==> config.mk <==
export PLATFORM = sky130hd
export DESIGN_NAME = uart_bus_master
export DESIGN_NICKNAME = d
export VERILOG_FILES = /design/src/rtl/uart_bus_master_pkg.sv /design/src/rtl/uart_bus_resp_shifter.sv /design/src/rtl/uart_bus_master.sv
export SDC_FILE = /design/constraint.sdc
export NUM_CORES = 1
export LEC_CHECK = 0
export ABC_AREA = 1
export BUFFER_PORTS_ARGS = -buffer_cell sky130_fd_sc_hd__buf_4
export CAP_MARGIN = 20
export CORE_MARGIN = 3
export CORE_UTILIZATION = 41
export CTS_BUF_LIST = sky130_fd_sc_hd__clkbuf_4 sky130_fd_sc_hd__clkbuf_8
export CTS_CLUSTER_SIZE = 40
export DETAILED_ROUTE_END_ITERATION = 12
export HOLD_SLACK_MARGIN = 0.03
export PLACE_DENSITY_LB_ADDON = 0.12
export SLEW_MARGIN = 20
export SYNTH_ARGS = -nofsm -noshare
export SYNTH_HDL_FRONTEND = slang
export SYNTH_SLANG_ARGS = --single-unit
==> constraint.sdc <==
create_clock -name clk -period 3.7 [get_ports clk]
set_clock_uncertainty 0.05 [all_clocks]
set_input_delay 0.185 -clock clk [delete_from_list [all_inputs] [get_ports clk]]
set_output_delay 0.185 -clock clk [all_outputs]
set_load 0.02 [all_outputs]
==> src/rtl/uart_bus_master_pkg.sv <==
// Shared definitions for the UART-to-bus initiator.
//   - state_t: top-level FSM states
//   - command / response byte values of the host protocol
//   - addresses of the peripheral registers the host normally pokes
package uart_bus_master_pkg;

  typedef enum logic [2:0] {
    ST_IDLE,
    ST_ADDR,
    ST_DATA,
    ST_WRITE,
    ST_READ,
    ST_RESP
  } state_t;

  localparam logic [7:0] CMD_WR   = 8'h57;  // 'W'
  localparam logic [7:0] CMD_RD   = 8'h52;  // 'R'
  localparam logic [7:0] ACK_BYTE = 8'h4B;  // 'K'
  localparam logic [7:0] ERR_BYTE = 8'h3F;  // '?'

  localparam logic [31:0] REG_TIMER_CTRL  = 32'h4000_0000;
  localparam logic [31:0] REG_TIMER_LOAD  = 32'h4000_0004;
  localparam logic [31:0] REG_TIMER_VALUE = 32'h4000_0008;
  localparam logic [31:0] REG_LED         = 32'h4000_000C;
  localparam logic [31:0] REG_DIGIT_LO    = 32'h4000_0010;
  localparam logic [31:0] REG_DIGIT_HI    = 32'h4000_0014;
  localparam logic [31:0] REG_UART_DATA   = 32'h4000_0018;
  localparam logic [31:0] REG_UART_STATUS = 32'h4000_001C;
  localparam logic [31:0] REG_UART_BAUD   = 32'h4000_0020;

endpackage

==> src/rtl/uart_bus_resp_shifter.sv <==
// Response serializer: loads a 1- or 4-byte response and presents it MSB
// first on a valid/ready byte interface.
// Ports:
//   clk, reset        clock, synchronous active-high reset
//   load              one-cycle request to capture a new response
//   word              1: four bytes from load_data; 0: one byte load_data[31:24]
//   load_data         response contents, first byte in bits [31:24]
//   tx_data/tx_valid  current byte, held until tx_ready
//   tx_ready          consumer accepts the byte
//   done              combinational: the last byte is being accepted this cycle
module uart_bus_resp_shifter
  import uart_bus_master_pkg::*;
(
  input  logic        clk,
  input  logic        reset,
  input  logic        load,
  input  logic        word,
  input  logic [31:0] load_data,
  output logic [7:0]  tx_data,
  output logic        tx_valid,
  input  logic        tx_ready,
  output logic        done
);

  logic [31:0] sreg;
  logic [2:0]  left;

  // Shifting zeros in behind the data means tx_data returns to 0 once the
  // response has drained, so no stale byte lingers on the port.
  assign tx_data = sreg[31:24];
  assign done    = tx_valid && tx_ready && (left == 3'd1);

  always_ff @(posedge clk) begin
    if (reset) begin
      sreg     <= 32'h0;
      left     <= 3'd0;
      tx_valid <= 1'b0;
    end else if (load) begin
      sreg     <= word ? load_data : {load_data[31:24], 24'h0};
      left     <= word ? 3'd4 : 3'd1;
      tx_valid <= 1'b1;
    end else if (tx_valid && tx_ready) begin
      sreg <= {sreg[23:0], 8'h0};
      left <= left - 3'd1;
      if (left == 3'd1) begin
        tx_valid <= 1'b0;
      end
    end
  end

endmodule

==> src/rtl/uart_bus_master.sv <==
// UART byte stream to peripheral-bus initiator.
// A host sends 'W' addr[4] data[4] or 'R' addr[4] (big-endian); the block
// performs one bus write or read and answers with 'K', the 4 read bytes,
// or '?' for an unknown command byte.
// Ports:
//   clk, reset         clock, synchronous active-high reset
//   rx_data/rx_valid   received byte with one-cycle strobe
//   tx_data/tx_valid   response byte, held until tx_ready
//   tx_ready           transmitter accepts the byte
//   rd, wr             one-cycle bus strobes
//   addr, wdata        bus address / write data (hold between transactions)
//   rdata              bus read data, combinational from addr while rd=1
//   busy               FSM not in IDLE
//   frame_err          one-cycle pulse on timeout or unknown command
module uart_bus_master
  import uart_bus_master_pkg::*;
#(
  parameter int TIMEOUT_CYCLES = 100000
) (
  input  logic        clk,
  input  logic        reset,
  input  logic [7:0]  rx_data,
  input  logic        rx_valid,
  output logic [7:0]  tx_data,
  output logic        tx_valid,
  input  logic        tx_ready,
  output logic        rd,
  output logic        wr,
  output logic [31:0] addr,
  output logic [31:0] wdata,
  input  logic [31:0] rdata,
  output logic        busy,
  output logic        frame_err
);

  localparam int              TW    = $clog2(TIMEOUT_CYCLES + 1);
  localparam logic [TW-1:0]   TLAST = TW'(TIMEOUT_CYCLES - 1);

  state_t        state;
  logic          cmd_wr;
  logic [1:0]    bcnt;
  logic [TW-1:0] tcnt;

  logic          resp_load;
  logic          resp_word;
  logic [31:0]   resp_data;
  logic          resp_done;

  assign busy = (state != ST_IDLE);

  // Response loading is decoded from the current state so the shifter
  // captures at the same edge the FSM moves into RESP; READ samples rdata
  // while rd is still high.
  always_comb begin
    resp_load = 1'b0;
    resp_word = 1'b0;
    resp_data = 32'h0;
    case (state)
      ST_IDLE: begin
        if (rx_valid && (rx_data != CMD_WR) && (rx_data != CMD_RD)) begin
          resp_load = 1'b1;
          resp_data = {ERR_BYTE, 24'h0};
        end
      end
      ST_WRITE: begin
        resp_load = 1'b1;
        resp_data = {ACK_BYTE, 24'h0};
      end
      ST_READ: begin
        resp_load = 1'b1;
        resp_word = 1'b1;
        resp_data = rdata;
      end
      default: ;
    endcase
  end

  always_ff @(posedge clk) begin
    if (reset) begin
      state     <= ST_IDLE;
      cmd_wr    <= 1'b0;
      bcnt      <= 2'd0;
      tcnt      <= '0;
      rd        <= 1'b0;
      wr        <= 1'b0;
      addr      <= 32'h0;
      wdata     <= 32'h0;
      frame_err <= 1'b0;
    end else begin
      rd        <= 1'b0;
      wr        <= 1'b0;
      frame_err <= 1'b0;
      case (state)
        ST_IDLE: begin
          if (rx_valid) begin
            if ((rx_data == CMD_WR) || (rx_data == CMD_RD)) begin
              cmd_wr <= (rx_data == CMD_WR);
              bcnt   <= 2'd0;
              tcnt   <= '0;
              state  <= ST_ADDR;
            end else begin
              frame_err <= 1'b1;
              state     <= ST_RESP;
            end
          end
        end
        ST_ADDR, ST_DATA: begin
          if (rx_valid) begin
            tcnt <= '0;
            bcnt <= bcnt + 2'd1;  // wraps to 0 after the 4th byte
            if (state == ST_ADDR) begin
              addr <= {addr[23:0], rx_data};
              if (bcnt == 2'd3) begin
                if (cmd_wr) begin
                  state <= ST_DATA;
                end else begin
                  state <= ST_READ;
                  rd    <= 1'b1;
                end
              end
            end else begin
              wdata <= {wdata[23:0], rx_data};
              if (bcnt == 2'd3) begin
                state <= ST_WRITE;
                wr    <= 1'b1;
              end
            end
          end else if (tcnt == TLAST) begin
            // Abandon the frame silently; partially shifted addr/wdata stay.
            tcnt      <= '0;
            frame_err <= 1'b1;
            state     <= ST_IDLE;
          end else begin
            tcnt <= tcnt + 1'b1;
          end
        end
        ST_WRITE: state <= ST_RESP;
        ST_READ:  state <= ST_RESP;
        ST_RESP: begin
          if (resp_done) begin
            state <= ST_IDLE;
          end
        end
        default: state <= ST_IDLE;
      endcase
    end
  end

  uart_bus_resp_shifter u_resp (
    .clk       (clk),
    .reset     (reset),
    .load      (resp_load),
    .word      (resp_word),
    .load_data (resp_data),
    .tx_data   (tx_data),
    .tx_valid  (tx_valid),
    .tx_ready  (tx_ready),
    .done      (resp_done)
  );

endmodule

==> run metrics <==
die area=15190 µm²; power density over the cells=632.8 nW/µm²; FF+latch area=2522 µm²; Final Hold Vio Count=0; drt first pass iters=6; startpoint class of the critical path=flop; sequential area share after synthesis=44.74%; Yosys reg bits=126; CP Max Fanout=27; DR DRC count=0; postcts setup bufs=0; dpl ws=1.499 ns; multi-input logic area=2534 µm²; initial antenna violation count=0; Initial Utilization=42.24%; largest net degree at the start of global routing=67; hold_ws=0.06252 ns; number of synthesized flops with an enable pin=0; fin crit share=59.67%; vias per inst=4.857; first-pass GRT wire length=23650 µm; Synthesis Warnings=0; share of layout cells above drive strength 1=18.72%; vias in the first global route=5070; worst hold path type=input pin to flop; DRT iter0 DRCs=443; post-route ant nets=0; TritonCTS clock tree=done; Overall Global Routing Usage=19.49%; clock root buffer=clkbuf_8; CORE AREA=13350 µm²; post-synthesis cell area=5638 µm²; syn_nets=860; Leak=3.322 nW; Hold Crit Depth=5; Die H=123.3 µm; IO buf count=120; ys flop type=dfxtp_1; worst rel slew slack=44.14%; row count=42; total clock sinks=126; met3 wire len=828 µm; Power, Total=4.637 mW; asr flop ratio synth=0%; RD Place Congestion=0.8663; Die W=123.3 µm; worst-case reg-to-reg path depth=7; antenna diode count=0; top layer used by detailed routing=met4; CTS clk-pin slew, worst paths=0.07 ns; Cell variety after synth=30; Final Max Slew Viols=0; DP HPWL=9970 µm; Top Ports=121; fmax=452.9 MHz; crit path time final=2.208 ns; Non-Filler Instances=1132; final setup vio count=0; fill cell count=1305; DR WL/cell=12.91 µm; Nets=991; post-route cell area=7327 µm²; crit path kind=flop to flop; P&R area growth vs syn=29.96%; routed wire length=14610 µm; post-route setup slack=1.492 ns; H-Tree Level Count=4; critical path arrival=2.48 ns; sum of negative setup slack=0 ns; CTS max path bufs=2; CTS Buf Count=17; fin util=54.89%; routed length on met2=6836 µm; Clock Latency Late Sink=0.44 ns; RSZ-0062 raised after global routing=false; worst IR drop on VDD=299.8 µV; Area after DPL=6519 µm²; max_cap viols=0; worst endpoint required time=3.98 ns; WL met1=6703 µm; post_cts resized=0; placed cell count=1062; Crit. End Element=flop; global route overflow=0; status=finished, final reports clean; synthesized area per cell=6.943 µm²; synthesized instance count=812; vias post-DR=5498; worst slew pin tran=0.8369 ns
-- area by class of cell --
cell class                 instances  area share (%)
tap                              176           3.005
clock buffer                      20           3.671
sequential                       126           34.43
inverter                          83           4.252
clock inverter                    12           2.169
timing repair buffer             162           17.90
multi-input combinational        553           34.58
-- critical path, cell delays in order, from the launching register on --
cell and delay, ns:
dfxtp_1 0.47, inv_1 0.09, nor2_1 0.13, nand2_1 0.09, nor2_2 0.62, inv_2 0.38, nor2_1 0.18, nor2_1 0.07
-- what timing repair did --
action	in CTS	in global routing
hold buffers	38	0
setup endpoints to repair	0	0
endpoints found under the hold margin	45	0
-- layout by cell type, fill, tap and decap left out, types with 3 or more instances in the layout --
cell / Yosys / layout
nand2_1: 118 / 118
ha_1: 4 / 4
dlygate4sd3_1: 0 / 38
clkbuf_8: 0 / 19
nand4_1: 20 / 20
inv_1: 76 / 75
nor3_1: 8 / 8
dfxtp_1: 126 / 126
a21oi_1: 67 / 67
nand3_2: 3 / 3
nor2_1: 190 / 190
bufinv_16: 0 / 3
o21ai_0: 90 / 90
nor2_4: 3 / 3
nand3_1: 32 / 32
inv_2: 7 / 7
inv_6: 0 / 3
xor2_1: 4 / 4
nor2_2: 3 / 3
buf_4: 11 / 124
-- sequential cells by signal (all words and copies together), names as in the netlist, 2 cells and up --
| signal | count |
|---|---|
| addr | 32 |
| u_resp.sreg | 32 |
| wdata | 32 |
| tcnt | 17 |
| state | 3 |
| u_resp.left | 3 |
| bcnt | 2 |
-- worst paths after layout --
path         startpoint  slack [ns]         endpoint
max            state[0]        1.49         addr[10]
min           rdata[22]        0.06  u_resp.sreg[22]
max reg2reg    state[0]        1.49         addr[10]
min reg2reg   wdata[31]        0.41        wdata[31]
-- cell usage after synthesis (2+ instances only) --
cell | n | area [µm²]
nand4_1 | 20 | 125.1
buf_1 | 2 | 7.510
clkbuf_1 | 19 | 71.32
buf_6 | 3 | 33.78
buf_2 | 14 | 70.07
nor2_2 | 3 | 18.77
nand3_2 | 3 | 30.03
nor3_1 | 8 | 40.04
inv_1 | 76 | 285.3
inv_2 | 7 | 26.28
buf_4 | 11 | 82.58
dfxtp_1 | 126 | 2522
o21ai_0 | 90 | 450.4
a21oi_1 | 67 | 335.3
nand2_4 | 2 | 22.52
nand2_2 | 2 | 12.51
nor2_4 | 3 | 33.78
xor2_1 | 4 | 35.03
nand2_1 | 118 | 442.9
nand3_1 | 32 | 160.2
nor2_1 | 190 | 713.2
ha_1 | 4 | 50.05
-- power breakdown --
| group | internal [mW] | switching [mW] | total (mW) | leakage (nW) |
|---|---|---|---|---|
| Sequential | 1.63 | 0.177 | 1.81 | 1.03 |
| Combinational | 0.553 | 1.00 | 1.56 | 2.08 |
| Clock | 0.715 | 0.558 | 1.27 | 0.214 |
-- routing by layer --
layer | vias to the layer above | global-route usage [%]
met4 | 0 | 7.059
met2 | 162 | 31.84
li1 | 2851 | -
met5 | - | 0
met1 | 2465 | 25.29
met3 | 20 | 4.392
-- cell families after synthesis --
group,Yosys count,share of synthesized area (%)
xor gates and xnor gates,5,0.7767
DFF,126,44.74
adders and majority gates,4,0.8877
buffers and inverters,133,10.32
and+or+nand+nor,384,28.89
AOI/OAI and AO/OA,160,14.38
Note: power is estimated with default switching activity, not from simulation.
